**src/rtl/mem_arbiter_if.sv**
```systemverilog
// Two requester ports plus the memory-side bus of the arbiter.
// 'byte' is a reserved word, so the memory byte-access control is carried as mem_byte.
interface mem_arbiter_if #(
   parameter int AW = 32
);
   // port 0: CPU
   logic          req0;
   logic [AW-1:0] addr0;
   logic [31:0]   wdata0;
   logic          rw0;
   logic          byte0;
   // port 1: loader
   logic          req1;
   logic [AW-1:0] addr1;
   logic [31:0]   wdata1;
   logic          rw1;
   logic          byte1;
   // per-port status
   logic          gnt0;
   logic          gnt1;
   logic          done0;
   logic          done1;
   logic          err0;
   logic          err1;
   logic [31:0]   rdata;
   logic          busy;
   // memory side
   logic [AW-1:0] memAdress;
   logic [31:0]   memDataOut;
   logic          rw;
   logic          mem_byte;
   logic          memEnable;
   logic          MOC;
   logic [31:0]   memData;

   modport slave (
      input  req0, addr0, wdata0, rw0, byte0,
      input  req1, addr1, wdata1, rw1, byte1,
      input  MOC, memData,
      output gnt0, gnt1, done0, done1, err0, err1, rdata, busy,
      output memAdress, memDataOut, rw, mem_byte, memEnable
   );

   modport master (
      output req0, addr0, wdata0, rw0, byte0,
      output req1, addr1, wdata1, rw1, byte1,
      output MOC, memData,
      input  gnt0, gnt1, done0, done1, err0, err1, rdata, busy,
      input  memAdress, memDataOut, rw, mem_byte, memEnable
   );
endinterface

```
**src/rtl/mem_arbiter.sv**
```systemverilog
// Round-robin arbiter giving a CPU port and a loader port exclusive use of one memory,
// with a per-access timeout; grant->done takes MOC latency, release waits for MOC to fall.
module mem_arbiter #(
   parameter int TIMEOUT = 15,
   parameter int AW      = 32
) (
   input  logic          clk,
   input  logic          reset,
   mem_arbiter_if.slave  bus
);
   localparam int CW = (TIMEOUT > 1) ? $clog2(TIMEOUT) : 1;
   localparam logic [CW-1:0] CNT_LAST = CW'(TIMEOUT - 1);

   typedef enum logic [1:0] {
      S_IDLE,
      S_ACCESS,
      S_RELEASE
   } state_t;

   state_t        state_q, state_d;
   logic [CW-1:0] cnt_q, cnt_d;
   logic          last_gnt_q, last_gnt_d;
   logic [1:0]    gnt_q, gnt_d;
   logic [1:0]    done_q, done_d;
   logic [1:0]    err_q, err_d;
   logic [31:0]   rdata_q, rdata_d;
   logic [AW-1:0] addr_q, addr_d;
   logic [31:0]   wdata_q, wdata_d;
   logic          rw_q, rw_d;
   logic          byte_q, byte_d;
   logic          en_q, en_d;
   logic          busy_q, busy_d;
   logic          pick1;

   // Port 1 wins when alone, or when contested and port 0 held the last grant.
   assign pick1 = bus.req1 & (~bus.req0 | ~last_gnt_q);

   always_comb begin
      state_d    = state_q;
      cnt_d      = cnt_q;
      last_gnt_d = last_gnt_q;
      gnt_d      = gnt_q;
      done_d     = 2'b00;
      err_d      = 2'b00;
      rdata_d    = rdata_q;
      addr_d     = addr_q;
      wdata_d    = wdata_q;
      rw_d       = rw_q;
      byte_d     = byte_q;
      en_d       = en_q;

      unique case (state_q)
         S_IDLE: begin
            if (bus.req0 | bus.req1) begin
               last_gnt_d = pick1;
               addr_d     = pick1 ? bus.addr1  : bus.addr0;
               wdata_d    = pick1 ? bus.wdata1 : bus.wdata0;
               rw_d       = pick1 ? bus.rw1    : bus.rw0;
               byte_d     = pick1 ? bus.byte1  : bus.byte0;
               gnt_d      = pick1 ? 2'b10 : 2'b01;
               en_d       = 1'b1;
               cnt_d      = '0;
               state_d    = S_ACCESS;
            end
         end
         S_ACCESS: begin
            // MOC takes priority over the timeout on the same edge.
            if (bus.MOC) begin
               if (!rw_q) begin
                  rdata_d = bus.memData;
               end
               done_d  = gnt_q;
               en_d    = 1'b0;
               state_d = S_RELEASE;
            end else if (cnt_q == CNT_LAST) begin
               done_d  = gnt_q;
               err_d   = gnt_q;
               en_d    = 1'b0;
               state_d = S_RELEASE;
            end else begin
               cnt_d = cnt_q + 1'b1;
            end
         end
         S_RELEASE: begin
            if (!bus.MOC) begin
               gnt_d   = 2'b00;
               state_d = S_IDLE;
            end
         end
         default: begin
            gnt_d   = 2'b00;
            en_d    = 1'b0;
            state_d = S_IDLE;
         end
      endcase

      busy_d = (state_d != S_IDLE);
   end

   always_ff @(posedge clk or negedge reset) begin
      if (!reset) begin
         state_q    <= S_IDLE;
         cnt_q      <= '0;
         last_gnt_q <= 1'b1;
         gnt_q      <= 2'b00;
         done_q     <= 2'b00;
         err_q      <= 2'b00;
         rdata_q    <= '0;
         addr_q     <= '0;
         wdata_q    <= '0;
         rw_q       <= 1'b0;
         byte_q     <= 1'b0;
         en_q       <= 1'b0;
         busy_q     <= 1'b0;
      end else begin
         state_q    <= state_d;
         cnt_q      <= cnt_d;
         last_gnt_q <= last_gnt_d;
         gnt_q      <= gnt_d;
         done_q     <= done_d;
         err_q      <= err_d;
         rdata_q    <= rdata_d;
         addr_q     <= addr_d;
         wdata_q    <= wdata_d;
         rw_q       <= rw_d;
         byte_q     <= byte_d;
         en_q       <= en_d;
         busy_q     <= busy_d;
      end
   end

   assign bus.gnt0       = gnt_q[0];
   assign bus.gnt1       = gnt_q[1];
   assign bus.done0      = done_q[0];
   assign bus.done1      = done_q[1];
   assign bus.err0       = err_q[0];
   assign bus.err1       = err_q[1];
   assign bus.rdata      = rdata_q;
   assign bus.busy       = busy_q;
   assign bus.memAdress  = addr_q;
   assign bus.memDataOut = wdata_q;
   assign bus.rw         = rw_q;
   assign bus.mem_byte   = byte_q;
   assign bus.memEnable  = en_q;
endmodule
```
**src/flat_wrapper.sv**
```systemverilog
// flat-port wrapper written by rule: the top's interface ports become plain ports
module mem_arbiter_flat 
#(
   parameter int TIMEOUT = 15,
   parameter int AW      = 32
)
  (clk, reset, bus_req0, bus_addr0, bus_wdata0, bus_rw0, bus_byte0, bus_req1, bus_addr1, bus_wdata1, bus_rw1, bus_byte1, bus_MOC, bus_memData, bus_gnt0, bus_gnt1, bus_done0, bus_done1, bus_err0, bus_err1, bus_rdata, bus_busy, bus_memAdress, bus_memDataOut, bus_rw, bus_mem_byte, bus_memEnable);
  mem_arbiter_if #(.AW(AW)) bus_i ();
  input  logic clk;
  input  logic reset;
  input wire logic [$bits(bus_i.req0)-1:0] bus_req0;
  input wire logic [$bits(bus_i.addr0)-1:0] bus_addr0;
  input wire logic [$bits(bus_i.wdata0)-1:0] bus_wdata0;
  input wire logic [$bits(bus_i.rw0)-1:0] bus_rw0;
  input wire logic [$bits(bus_i.byte0)-1:0] bus_byte0;
  input wire logic [$bits(bus_i.req1)-1:0] bus_req1;
  input wire logic [$bits(bus_i.addr1)-1:0] bus_addr1;
  input wire logic [$bits(bus_i.wdata1)-1:0] bus_wdata1;
  input wire logic [$bits(bus_i.rw1)-1:0] bus_rw1;
  input wire logic [$bits(bus_i.byte1)-1:0] bus_byte1;
  input wire logic [$bits(bus_i.MOC)-1:0] bus_MOC;
  input wire logic [$bits(bus_i.memData)-1:0] bus_memData;
  output wire logic [$bits(bus_i.gnt0)-1:0] bus_gnt0;
  output wire logic [$bits(bus_i.gnt1)-1:0] bus_gnt1;
  output wire logic [$bits(bus_i.done0)-1:0] bus_done0;
  output wire logic [$bits(bus_i.done1)-1:0] bus_done1;
  output wire logic [$bits(bus_i.err0)-1:0] bus_err0;
  output wire logic [$bits(bus_i.err1)-1:0] bus_err1;
  output wire logic [$bits(bus_i.rdata)-1:0] bus_rdata;
  output wire logic [$bits(bus_i.busy)-1:0] bus_busy;
  output wire logic [$bits(bus_i.memAdress)-1:0] bus_memAdress;
  output wire logic [$bits(bus_i.memDataOut)-1:0] bus_memDataOut;
  output wire logic [$bits(bus_i.rw)-1:0] bus_rw;
  output wire logic [$bits(bus_i.mem_byte)-1:0] bus_mem_byte;
  output wire logic [$bits(bus_i.memEnable)-1:0] bus_memEnable;
  assign bus_i.req0 = bus_req0;
  assign bus_i.addr0 = bus_addr0;
  assign bus_i.wdata0 = bus_wdata0;
  assign bus_i.rw0 = bus_rw0;
  assign bus_i.byte0 = bus_byte0;
  assign bus_i.req1 = bus_req1;
  assign bus_i.addr1 = bus_addr1;
  assign bus_i.wdata1 = bus_wdata1;
  assign bus_i.rw1 = bus_rw1;
  assign bus_i.byte1 = bus_byte1;
  assign bus_i.MOC = bus_MOC;
  assign bus_i.memData = bus_memData;
  assign bus_gnt0 = bus_i.gnt0;
  assign bus_gnt1 = bus_i.gnt1;
  assign bus_done0 = bus_i.done0;
  assign bus_done1 = bus_i.done1;
  assign bus_err0 = bus_i.err0;
  assign bus_err1 = bus_i.err1;
  assign bus_rdata = bus_i.rdata;
  assign bus_busy = bus_i.busy;
  assign bus_memAdress = bus_i.memAdress;
  assign bus_memDataOut = bus_i.memDataOut;
  assign bus_rw = bus_i.rw;
  assign bus_mem_byte = bus_i.mem_byte;
  assign bus_memEnable = bus_i.memEnable;
  mem_arbiter #(.TIMEOUT(TIMEOUT), .AW(AW)) u_core (.clk(clk), .reset(reset), .bus(bus_i));
endmodule
```
**config.mk**
```make
export PLATFORM = sky130hd
export DESIGN_NAME = mem_arbiter_flat
export DESIGN_NICKNAME = d
export VERILOG_FILES = /design/src/rtl/mem_arbiter_if.sv /design/src/rtl/mem_arbiter.sv /design/src/flat_wrapper.sv
export SDC_FILE = /design/constraint.sdc
export NUM_CORES = 1
export LEC_CHECK = 0
export CAP_MARGIN = 10
export CORE_MARGIN = 5
export CORE_UTILIZATION = 45
export DETAILED_ROUTE_END_ITERATION = 12
export DONT_BUFFER_PORTS = 1
export MAX_ROUTING_LAYER = met4
export PLACE_DENSITY = 0.7
export REMOVE_ABC_BUFFERS = 1
export SYNTH_ARGS = -nofsm -noshare
export SYNTH_HDL_FRONTEND = slang
export SYNTH_SLANG_ARGS = --single-unit
```
**constraint.sdc**
```tcl
create_clock -name clk -period 4.4 [get_ports clk]
set_input_delay 0.66 -clock clk [delete_from_list [all_inputs] [get_ports clk]]
set_output_delay 0.66 -clock clk [all_outputs]
set_load 0.01 [all_outputs]
```
==> flow_metrics.py, run 1 <==
metrics = {
    "critical_path": {
        "endpoint_kind": "register",
        "cp_max_fo": 72,
        "crit_required_ps": 4830,
        "r2r_cells": 3,
        "start_kind": "register",
        "cp.arrival_ps": 2330,
        "criticalPathCategory": "reg2reg",
    },
    "yosys": {
        "syn-cell-area_mm2": 0.004997,
        "yosysWarnings": 0,
        "synth_cells": 422,
        "syn_area_per_cell_um2": 11.84,
        "synth.yosys.seq_area_share": 0.5661,
        "ys_ff_latch": 113,
        "yosysUniqueCellTypes": 31,
    },
    "finish": {
        "multi_input_area_mm2": 0.001998,
        "fillerInstances": 975,
        "drive_gt1_frac": 0.1659,
        "area_growth_pct": 12.84,
        "nets": 584,
        "regArea_mm2": 0.002829,
        "n_antenna_cell": 0,
        "layout_common_cells": "o21ai_0 (132), dfrtp_1 (112), mux2i_1 (69)",
        "fin_cells": 562,
        "final_common_cell": "o21ai_0",
    },
    "sta": {
        "rsz0062_at_grt": "false",
        "period_needed_ps": 1907,
        "slew_viol_final": 0,
        "max_freq_ghz": 0.5244,
        "hold_viol": 0,
        "fin_crit_sh": 0.4334,
        "finalClockSkew_ps": 7.600,
        "max_slew_margin": 0.1988,
        "worst_slew_pin_slew_ps": 1202,
        "setup_viol": 0,
    },
    "power": {
        "p_per_area_mw_per_mm2": 790.6,
        "power_w": 0.004458,
        "p_leak_nw": 2.411,
        "peakVddDrop_uv": 434.5,
    },
    "route": {
        "vias": 3354,
        "routedWlPerCell_um": 23.39,
        "route.detailed.drc": 0,
        "detail_route.iter0.violations": 265,
        "ant_nets": 0,
        "wl_um": 13140,
        "dr.pass1.iters": 4,
        "vias_per_cell": 5.968,
    },
    "clock_network": {
        "clkSinkCount": 113,
        "cts_tree": "done",
        "path_clk_slew_ps": 50,
        "tritoncts.num_buffers": 17,
        "clock_latency_ps": 510,
        "clockBufferDepth": 2,
        "cts_root_buffer": "clkbuf_8",
        "htree_levels": 4,
        "post-cts-setup-buffers": 0,
    },
    "place": {
        "port_buffers": 0,
        "hpwl_um": 9176,
        "place.gp.congestion": 0.7855,
        "dpl.cell_count": 533,
    },
    "floorplan": {
        "fp-row-count": 38,
        "die_h_um": 115.4,
        "core_mm2": 0.01084,
        "die_area_mm2": 0.01331,
        "ios": 275,
        "dieWidth_um": 115.4,
        "start_util": 0.4610,
    },
    "global_route": {
        "grt_pass1_vias": 3563,
        "track_usage": 0.2012,
        "grt_max_degree": 114,
        "antenna_found_initial": 0,
        "grt-ovfl-total": 0,
        "grt_pass1_wl_um": 19640,
    },
    "outcome": {
        "status": "completed",
    },
    "min_path": {
        "hp-class": "in2async",
    },
    "job": {
        "max_cap_violations": 0,
    },
}
==> sequential cells by signal, summed over array words and instances, names as in the netlist <==
register,flops
u_core.bus.memEnable,1
u_core.state_q,2
u_core.gnt_q,2
u_core.bus.rw,1
u_core.bus.memDataOut,32
u_core.cnt_q,4
u_core.last_gnt_q,1
u_core.err_q,2
u_core.bus.memAdress,32
u_core.bus.mem_byte,1
u_core.bus.rdata,32
u_core.bus.busy,1
u_core.done_q,2
==> per-stage QoR <==
step | utilization | cell area [um^2] | setup TNS [ps] | setup slack, ps | hold WS [ps]
floorplan | - | 4808 | -102750 | -1521 | 364.4
global placement | 0.4664 | 5056 | 0 | 2607 | 367.1
detailed placement | 0.4664 | 5056 | 0 | 2505 | 367.1
CTS | 0.5202 | 5639 | 0 | 2485 | 115.1
global route | 0.5202 | 5639 | 0 | 2279 | 133.5
finish | 0.5202 | 5639 | 0 | 2493 | 112.2
==> synthesized netlist by cell type <==
cell type    n  area (um^2)
or3b_1       1        8.760
clkbuf_1    19        71.32
buf_2        4        20.02
buf_6        6        67.56
o21ai_0    132        660.6
and3_1       3        18.77
nor3_1       1        5.000
mux2i_1     69        690.7
nor3b_4      1        18.77
dfstp_2      1        26.28
ha_1         2        25.02
nand3_1      4        20.02
nor2_1       3        11.26
a22oi_1      1        7.510
or2_1        1        6.260
a21oi_1      1        5.000
inv_1        3        11.26
o21ai_1      6        30.03
o22ai_1      1        6.260
buf_4        3        22.52
dfrtp_1    112         2803
nand2_1      4        15.01
clkbuf_4     1        7.510
a21boi_1     1        7.510
o221ai_1     3        26.28
nand2b_1     1        6.260
nor2b_1      1        6.260
mux2_2      32        360.4
a31oi_1      2        12.51
nor3b_1      1        7.510
and2_1       2        12.51
==> power breakdown <==
part	switching, W	leakage, nW	internal (W)
Clock	0.000442	0.274	0.000848
Sequential	0.000615	1.39	0.00154
Combinational	0.000576	0.752	0.000433
==> cell type report <==
| type | instances | area share |
|---|---|---|
| clock inverters | 6 | 0.01464 |
| flip-flops and latches | 113 | 0.5017 |
| multi-input cells | 273 | 0.3543 |
| inverters | 3 | 0.001997 |
| repair buffers | 5 | 0.01243 |
| clock buffers | 22 | 0.08387 |
| well taps | 140 | 0.03106 |
==> kinds of logic (layout without fill, tap and decap cells) <==
| family | count (synthesis) | count (layout) | synth area share |
|---|---|---|---|
| simple gates | 23 | 23 | 0.02729 |
| flops | 113 | 113 | 0.5661 |
| fa+ha+maj | 2 | 2 | 0.005007 |
| mux | 101 | 101 | 0.2103 |
| buf+inv | 36 | 36 | 0.04006 |
| compound gates | 147 | 147 | 0.1512 |
==> path summary, 6_finish.rpt <==
check,from,end,slack (ps)
min in group clk,bus_req0,u_core.last_gnt_q,220
min reg2reg,u_core.last_gnt_q,u_core.last_gnt_q,550
max in group asynchronous,reset,u_core.bus.memDataOut[17],3890
max reg2reg,u_core.state_q[0],u_core.cnt_q[0],2490
min,reset,u_core.state_q[0],110
max,u_core.state_q[0],u_core.cnt_q[0],2490
==> per-layer routing <==
metal / up-vias / GRT usage / share of wire
li1: 1517 / - / -
met3: 22 / 0.09316 / 0.14
met4: 0 / 0.08059 / 0.021
met2: 208 / 0.3032 / 0.48
met5: - / - / 0
met1: 1607 / 0.2336 / 0.37
==> critical path, cell delays in order, from the launching register on <==
cell     delay, ps
dfrtp_1        440
or2_2          940
o22ai_1        250
mux2i_1        190
==> repair_timing <==
| action | CTS | global route |
|---|---|---|
| hold endpoints to repair | 113 | 0 |
| hold buffers | 1 | 0 |
| gates resized for setup | 0 | 0 |
| setup endpoints to repair | 0 | 0 |
Note: power is estimated with default switching activity, not from simulation.
==> run 2, diff against run 1 <==
==> constraint.sdc (replaced) <==
create_clock -name clk -period 1.9 [get_ports clk]
set_input_delay 0.285 -clock clk [delete_from_list [all_inputs] [get_ports clk]]
set_output_delay 0.285 -clock clk [all_outputs]
set_load 0.01 [all_outputs]
==> run 2 against run 1 <==
Net effect: the flow now stops in clock tree synthesis (4_1_cts); synthesized cell count unchanged; area after synthesis unchanged.
==> flow_metrics.py, run 2 <==
metrics = {
    "yosys": {
        "async_reset_ff_frac": 1.000,
        "syn-cell-area_mm2": 0.004997,
        "yosys-top-cells-area": "dfrtp_1 (56%), mux2i_1 (14%), o21ai_0 (13%)",
        "netlist.top_cell.by_area": "dfrtp_1",
        "yosysWarnings": 0,
        "yosysMostFrequentCell": "o21ai_0",
        "ys_ff_latch": 113,
        "synthTopCellsByCount": "o21ai_0 (132), dfrtp_1 (112), mux2i_1 (69)",
        "yosysUniqueCellTypes": 31,
        "synth_top_area_frac": 0.5608,
        "synth-main-ff-cell": "dfrtp_1",
        "synth_edf_count": 0,
        "synth_cells": 422,
        "synth.yosys.seq_area_share": 0.5661,
        "syn_area_per_cell_um2": 11.84,
    },
    "clock_network": {
        "postCtsResizedCells": 0,
        "cts_root_buffer": "clkbuf_8",
        "tritoncts.num_buffers": 17,
        "clockBufferDepth": 2,
        "post-cts-setup-buffers": 0,
        "clkSinkCount": 113,
        "htree_levels": 4,
        "ctsHoldBuffers": 114,
    },
    "outcome": {
        "haltStage": "clock tree synthesis (4_1_cts)",
        "status": "aborted with a tool error",
        "error": "[ERROR RSZ-0060] Max buffer count reached.",
    },
    "floorplan": {
        "fp-row-count": 38,
        "ios": 275,
        "dieWidth_um": 115.4,
        "die_h_um": 115.4,
        "start_util": 0.4610,
    },
    "place": {
        "place.gp.congestion": 0.7466,
        "port_buffers": 0,
        "hpwl_um": 9356,
        "dpl.cell_count": 536,
    },
}
## run 2: cell counts after synthesis
Identical to the previous run, type by type.
## run 2: stage by stage
step | hold WS [ps] | instance area, um^2 | setup WS, ps
floorplan | -10.59 | 4808 | -3713
detailed placement | -7.963 | 5104 | 281.4
global placement | -8.032 | 5104 | 345.9
## run 2: cell families after synthesis
| group | Yosys count | share of synthesized area |
|---|---|---|
| mux | 101 | 0.2103 |
| compound gates | 147 | 0.1512 |
| flops | 113 | 0.5661 |
| buf+inv | 36 | 0.04006 |
| simple gates | 23 | 0.02729 |
| fa+ha+maj | 2 | 0.005007 |
==> run 3, diff against run 2 <==
--- a/config.mk
+++ b/config.mk
@@ -7,11 +7,10 @@
 export LEC_CHECK = 0
 export CAP_MARGIN = 10
 export CORE_MARGIN = 5
-export CORE_UTILIZATION = 45
+export CORE_UTILIZATION = 30
 export DETAILED_ROUTE_END_ITERATION = 12
 export DONT_BUFFER_PORTS = 1
-export MAX_ROUTING_LAYER = met4
-export PLACE_DENSITY = 0.7
+export PLACE_DENSITY_LB_ADDON = 0.15
 export REMOVE_ABC_BUFFERS = 1
 export SYNTH_ARGS = -nofsm -noshare
 export SYNTH_HDL_FRONTEND = slang
==> run 3 against run 2 <==
Net effect: the flow now finishes, with violations (hold timing).
==> flow_metrics.py, run 3 (synthesis results as in run 1) <==
metrics = {
    "outcome": {
        "status": "finished, violations left",
        "violations": "hold timing",
    },
    "critical_path": {
        "crit_required_ps": 2180,
        "r2r_cells": 4,
        "reg2reg_from": "u_core.state_q[1]",
        "endpoint_kind": "register",
        "criticalPathCategory": "reg2reg",
        "reg2reg_slack_ps": 280,
        "cp.arrival_ps": 1910,
        "start_kind": "register",
        "timing.rr.end": "u_core.bus.rdata[8]",
        "cp_max_fo": 32,
    },
    "route": {
        "detail_route.iter0.violations": 148,
        "ant_nets": 0,
        "dr.pass1.iters": 6,
        "wl_um": 13610,
        "routedWlPerCell_um": 20.90,
        "vias": 3344,
        "route.detailed.drc": 0,
        "vias_per_cell": 5.137,
    },
    "place": {
        "port_buffers": 0,
        "dpl.cell_count": 618,
        "place.gp.congestion": 0.7566,
        "hpwl_um": 9753,
    },
    "sta": {
        "finalClockSkew_ps": 5.522,
        "max_slew_margin": 0.6828,
        "hold_ws_ps": -417.1,
        "setup_viol": 0,
        "max_freq_ghz": 0.6156,
        "worst_slew_pin_slew_ps": 474.7,
        "fin_crit_sh": 0.8550,
        "rsz0062_at_grt": "false",
        "slew_viol_final": 0,
        "hold_viol": 113,
        "period_needed_ps": 1624,
    },
    "finish": {
        "multi_input_area_mm2": 0.001998,
        "fillerInstances": 1652,
        "n_antenna_cell": 0,
        "layout_common_cells": "o21ai_0 (132), dfrtp_1 (112), mux2i_1 (69)",
        "drive_gt1_frac": 0.1763,
        "fin_cells": 651,
        "nets": 589,
        "area_growth_pct": 16.40,
        "regArea_mm2": 0.002829,
        "final_common_cell": "o21ai_0",
    },
    "clock_network": {
        "htree_levels": 4,
        "tritoncts.num_buffers": 17,
        "clockBufferDepth": 2,
        "cts_tree": "done",
        "path_clk_slew_ps": 50,
        "cts_root_buffer": "clkbuf_16",
        "postCtsResizedCells": 0,
        "clkSinkCount": 113,
        "clock_latency_ps": 400,
        "post-cts-setup-buffers": 0,
        "ctsHoldBuffers": 1,
    },
    "floorplan": {
        "fp-row-count": 47,
        "start_util": 0.3035,
        "ios": 275,
        "core_mm2": 0.01647,
        "die_area_mm2": 0.01934,
        "dieWidth_um": 139.1,
        "die_h_um": 139.1,
    },
    "global_route": {
        "grt_pass1_wl_um": 21140,
        "grt-ovfl-total": 0,
        "track_usage": 0.1384,
        "antenna_found_initial": 0,
        "grt_pass1_vias": 3650,
        "grt_max_degree": 114,
    },
    "power": {
        "peakVddDrop_uv": 695.9,
        "power_w": 0.01057,
        "p_per_area_mw_per_mm2": 1816,
        "p_leak_nw": 2.442,
    },
    "job": {
        "max_cap_violations": 0,
    },
    "min_path": {
        "hp-class": "in2async",
    },
}
## run 3: how the worst max path moves through the flow
stage                      start                       end  slack, ps  cells past startpoint
2_1_floorplan  u_core.last_gnt_q  u_core.bus.memAdress[10]      -3710                      3
3_3_place_gp   u_core.state_q[1]       u_core.bus.rdata[9]        320                      4
3_5_place_dp   u_core.state_q[1]       u_core.bus.rdata[8]        280                      4
4_1_cts        u_core.state_q[1]       u_core.bus.rdata[8]        270                      4
5_1_grt        u_core.state_q[1]      u_core.bus.rdata[14]        190                      4
6_report       u_core.state_q[1]       u_core.bus.rdata[8]        280                      4
## run 3: per-stage QoR
step | TNS (ps) | worst slack, ps | cell area, um^2 | hold WS (ps) | utilization
global route | 0 | 188.6 | 5817 | -448.1 | 0.3533
floorplan | -260200 | -3713 | 4808 | -10.59 | -
CTS | 0 | 269.5 | 5817 | -451.3 | 0.3533
global placement | 0 | 324.1 | 5219 | -7.354 | 0.3169
finish | 0 | 275.5 | 5817 | -417.1 | 0.3533
detailed placement | 0 | 276.9 | 5219 | -7.770 | 0.3169
## run 3: layer usage
layer,track usage,wire length (um)
met5,0,0
met4,0.04840,165
met3,0.06379,1593
met2,0.2194,6414
met1,0.1666,5432
## run 3: critical path, cell delays in order (launching register included)
cell,delay [ps]
dfrtp_1,420
nand2b_1,240
nor3b_4,240
buf_12,220
mux2_2,360
## run 3: final cells by class
| type | count | share of cell area |
|---|---|---|
| sequential | 113 | 0.4863 |
| multi-input combinational | 273 | 0.3435 |
| clock buffer | 21 | 0.07744 |
| tap | 220 | 0.04732 |
| clock inverter | 11 | 0.02366 |
| timing repair buffer | 10 | 0.01979 |
| inverter | 3 | 0.001936 |
## run 3: where the power goes
group          switching (W)  internal, W  total (W)
combinational        0.00133      0.00107    0.00240
clock                0.00108      0.00208    0.00316
sequential           0.00143      0.00357    0.00500
total                0.00384      0.00672     0.0106
==> RTL change, RTL diff (config.mk and constraints of run 3) <==
Re-encode `state_t` (3 states) as one-hot, 3 bits wide.
--- a/src/rtl/mem_arbiter.sv
+++ b/src/rtl/mem_arbiter.sv
@@ -12,8 +12,8 @@
    localparam logic [CW-1:0] CNT_LAST = CW'(TIMEOUT - 1);
 
-   typedef enum logic [1:0] {
-      S_IDLE,
-      S_ACCESS,
-      S_RELEASE
+   typedef enum logic [2:0] {
+      S_IDLE    = 3'b001,
+      S_ACCESS  = 3'b010,
+      S_RELEASE = 3'b100
    } state_t;
 
Behaviour: same outputs for any inputs over 4 cycles, from zero or initial values and one cycle with reset low; so few cycles prove little.
==> RTL change against run 3 <==
The run still ends with hold timing left; design area increased by 7.2%; die area increased by 3.4%; area after synthesis increased by 3.7%; routed wire length increased by 3.4%; critical path depth unchanged; power increased by 7.6%; sequential cell count increased by 1; setup slack got worse by 0.20 ns; via count increased by 2.7%; highest routed layer unchanged.
==> RTL change: results (changes against run 3) <==
Parameter                              Value

Drt
  Wire length on met2    6770 um (+5.5%)
  Overall routed net length    14100 um (+3.4%)
  Detailed-route via count    3434 (+2.7%)

Run status
  Outcome    finished with violations
  Failing checks    hold timing

Synthesis
  Share of the synthesized area in compound gates (AO/OA/AOI/OAI)    14.9% (-0.25 points)
  List of most frequent post-synthesis cells    134 x sky130_fd_sc_hd__o21ai_1, 112 x sky130_fd_sc_hd__dfrtp_1, 69 x sky130_fd_sc_hd__mux2i_1
  Proportion of synthesized chip area in sequential cells    55.1% (-1.5 points)
  Multiplexer fraction of the synthesized cell area    22.5% (+1.4 points)
  Most area-consuming cells after synthesis    sky130_fd_sc_hd__dfrtp_1 54%, sky130_fd_sc_hd__mux2i_1 13%, sky130_fd_sc_hd__o21ai_1 13%, sky130_fd_sc_hd__mux2_4 8.7%, sky130_fd_sc_hd__clkbuf_1 1.4%
  Distinct cells, synth    37 (+19%)
  Avg Cell Area, Syn    12.0 um2 (+1.5%)

Final layout
  Share of final-layout standard cells stronger than drive strength 1    19.2% (+1.6 points)
  Layout Cells excl Fill    677 (+4.0%)
  Multi-input logic area    2170 um2 (+8.7%)
  Multi-Input Combinational    279 (+2.2%)
  Final clock-cell share    10.3% (+0.20 points)
  Num sequential    114 (+0.88%)

Global route
  M3 GR Usage    6.00% (-0.38 points)
  Met1 track demand over resource    16.4% (-0.23 points)
  Number of global-route vias before repair    3801 (+4.1%)
  First-pass GRT wire length    21900 um (+3.7%)

Pwr
  Max IR drop VDD    620 uV (-11%)
  Static Leak    2.76 nW (+13%)
  Clock network power    0.00346 W (+9.5%)
  Power in combinational cells    0.00295 W (+23%)

Placed design
  Post-detailed-placement cell area    5480 um2 (+5.1%)

Timing
  Min Hold Slack    -0.420 ns (-0.00271 ns)
  Final hold viol count    114 (+0.88%)

Floorplan
  TAP cells    225 (+2.3%)

Worst setup path
  Largest stage delay, worst path    0.44 ns (+0.02 ns)
  Crit-path max FO    16 (-50%)
## RTL change: cell count changes in the layout (fill, tap and decap cells not counted), sizes merged, moves of 3 or more
cell,delta
dlygate4sd3,+7
buf,+8
o221ai,-3
o21ai,-3
or3b,+3
## RTL change: what timing repair did
| action | in CTS | in global routing |
|---|---|---|
| gates resized for setup | 2 | 0 |
| endpoints found under the setup margin | 1 | 0 |
| endpoints found under the hold margin | 120 | 116 |
| setup buffers | 0 | 0 |
| hold buffers | 6 | 2 |
## RTL change: path summary, 6_finish.rpt
kind,from,to,slack [ns],cells past startpoint
setup / recovery,u_core.state_q[2],u_core.bus.rdata[31],0.07,4
hold / removal,reset,u_core.bus.rdata[13],-0.42,0
setup reg to reg,u_core.state_q[2],u_core.bus.rdata[31],0.07,4
hold reg to reg,u_core.cnt_q[3],u_core.cnt_q[3],0.53,1
max in group asynchronous,reset,u_core.state_q[0],2.12,0
min in group clk,bus_memData[7],u_core.bus.rdata[7],0.03,1
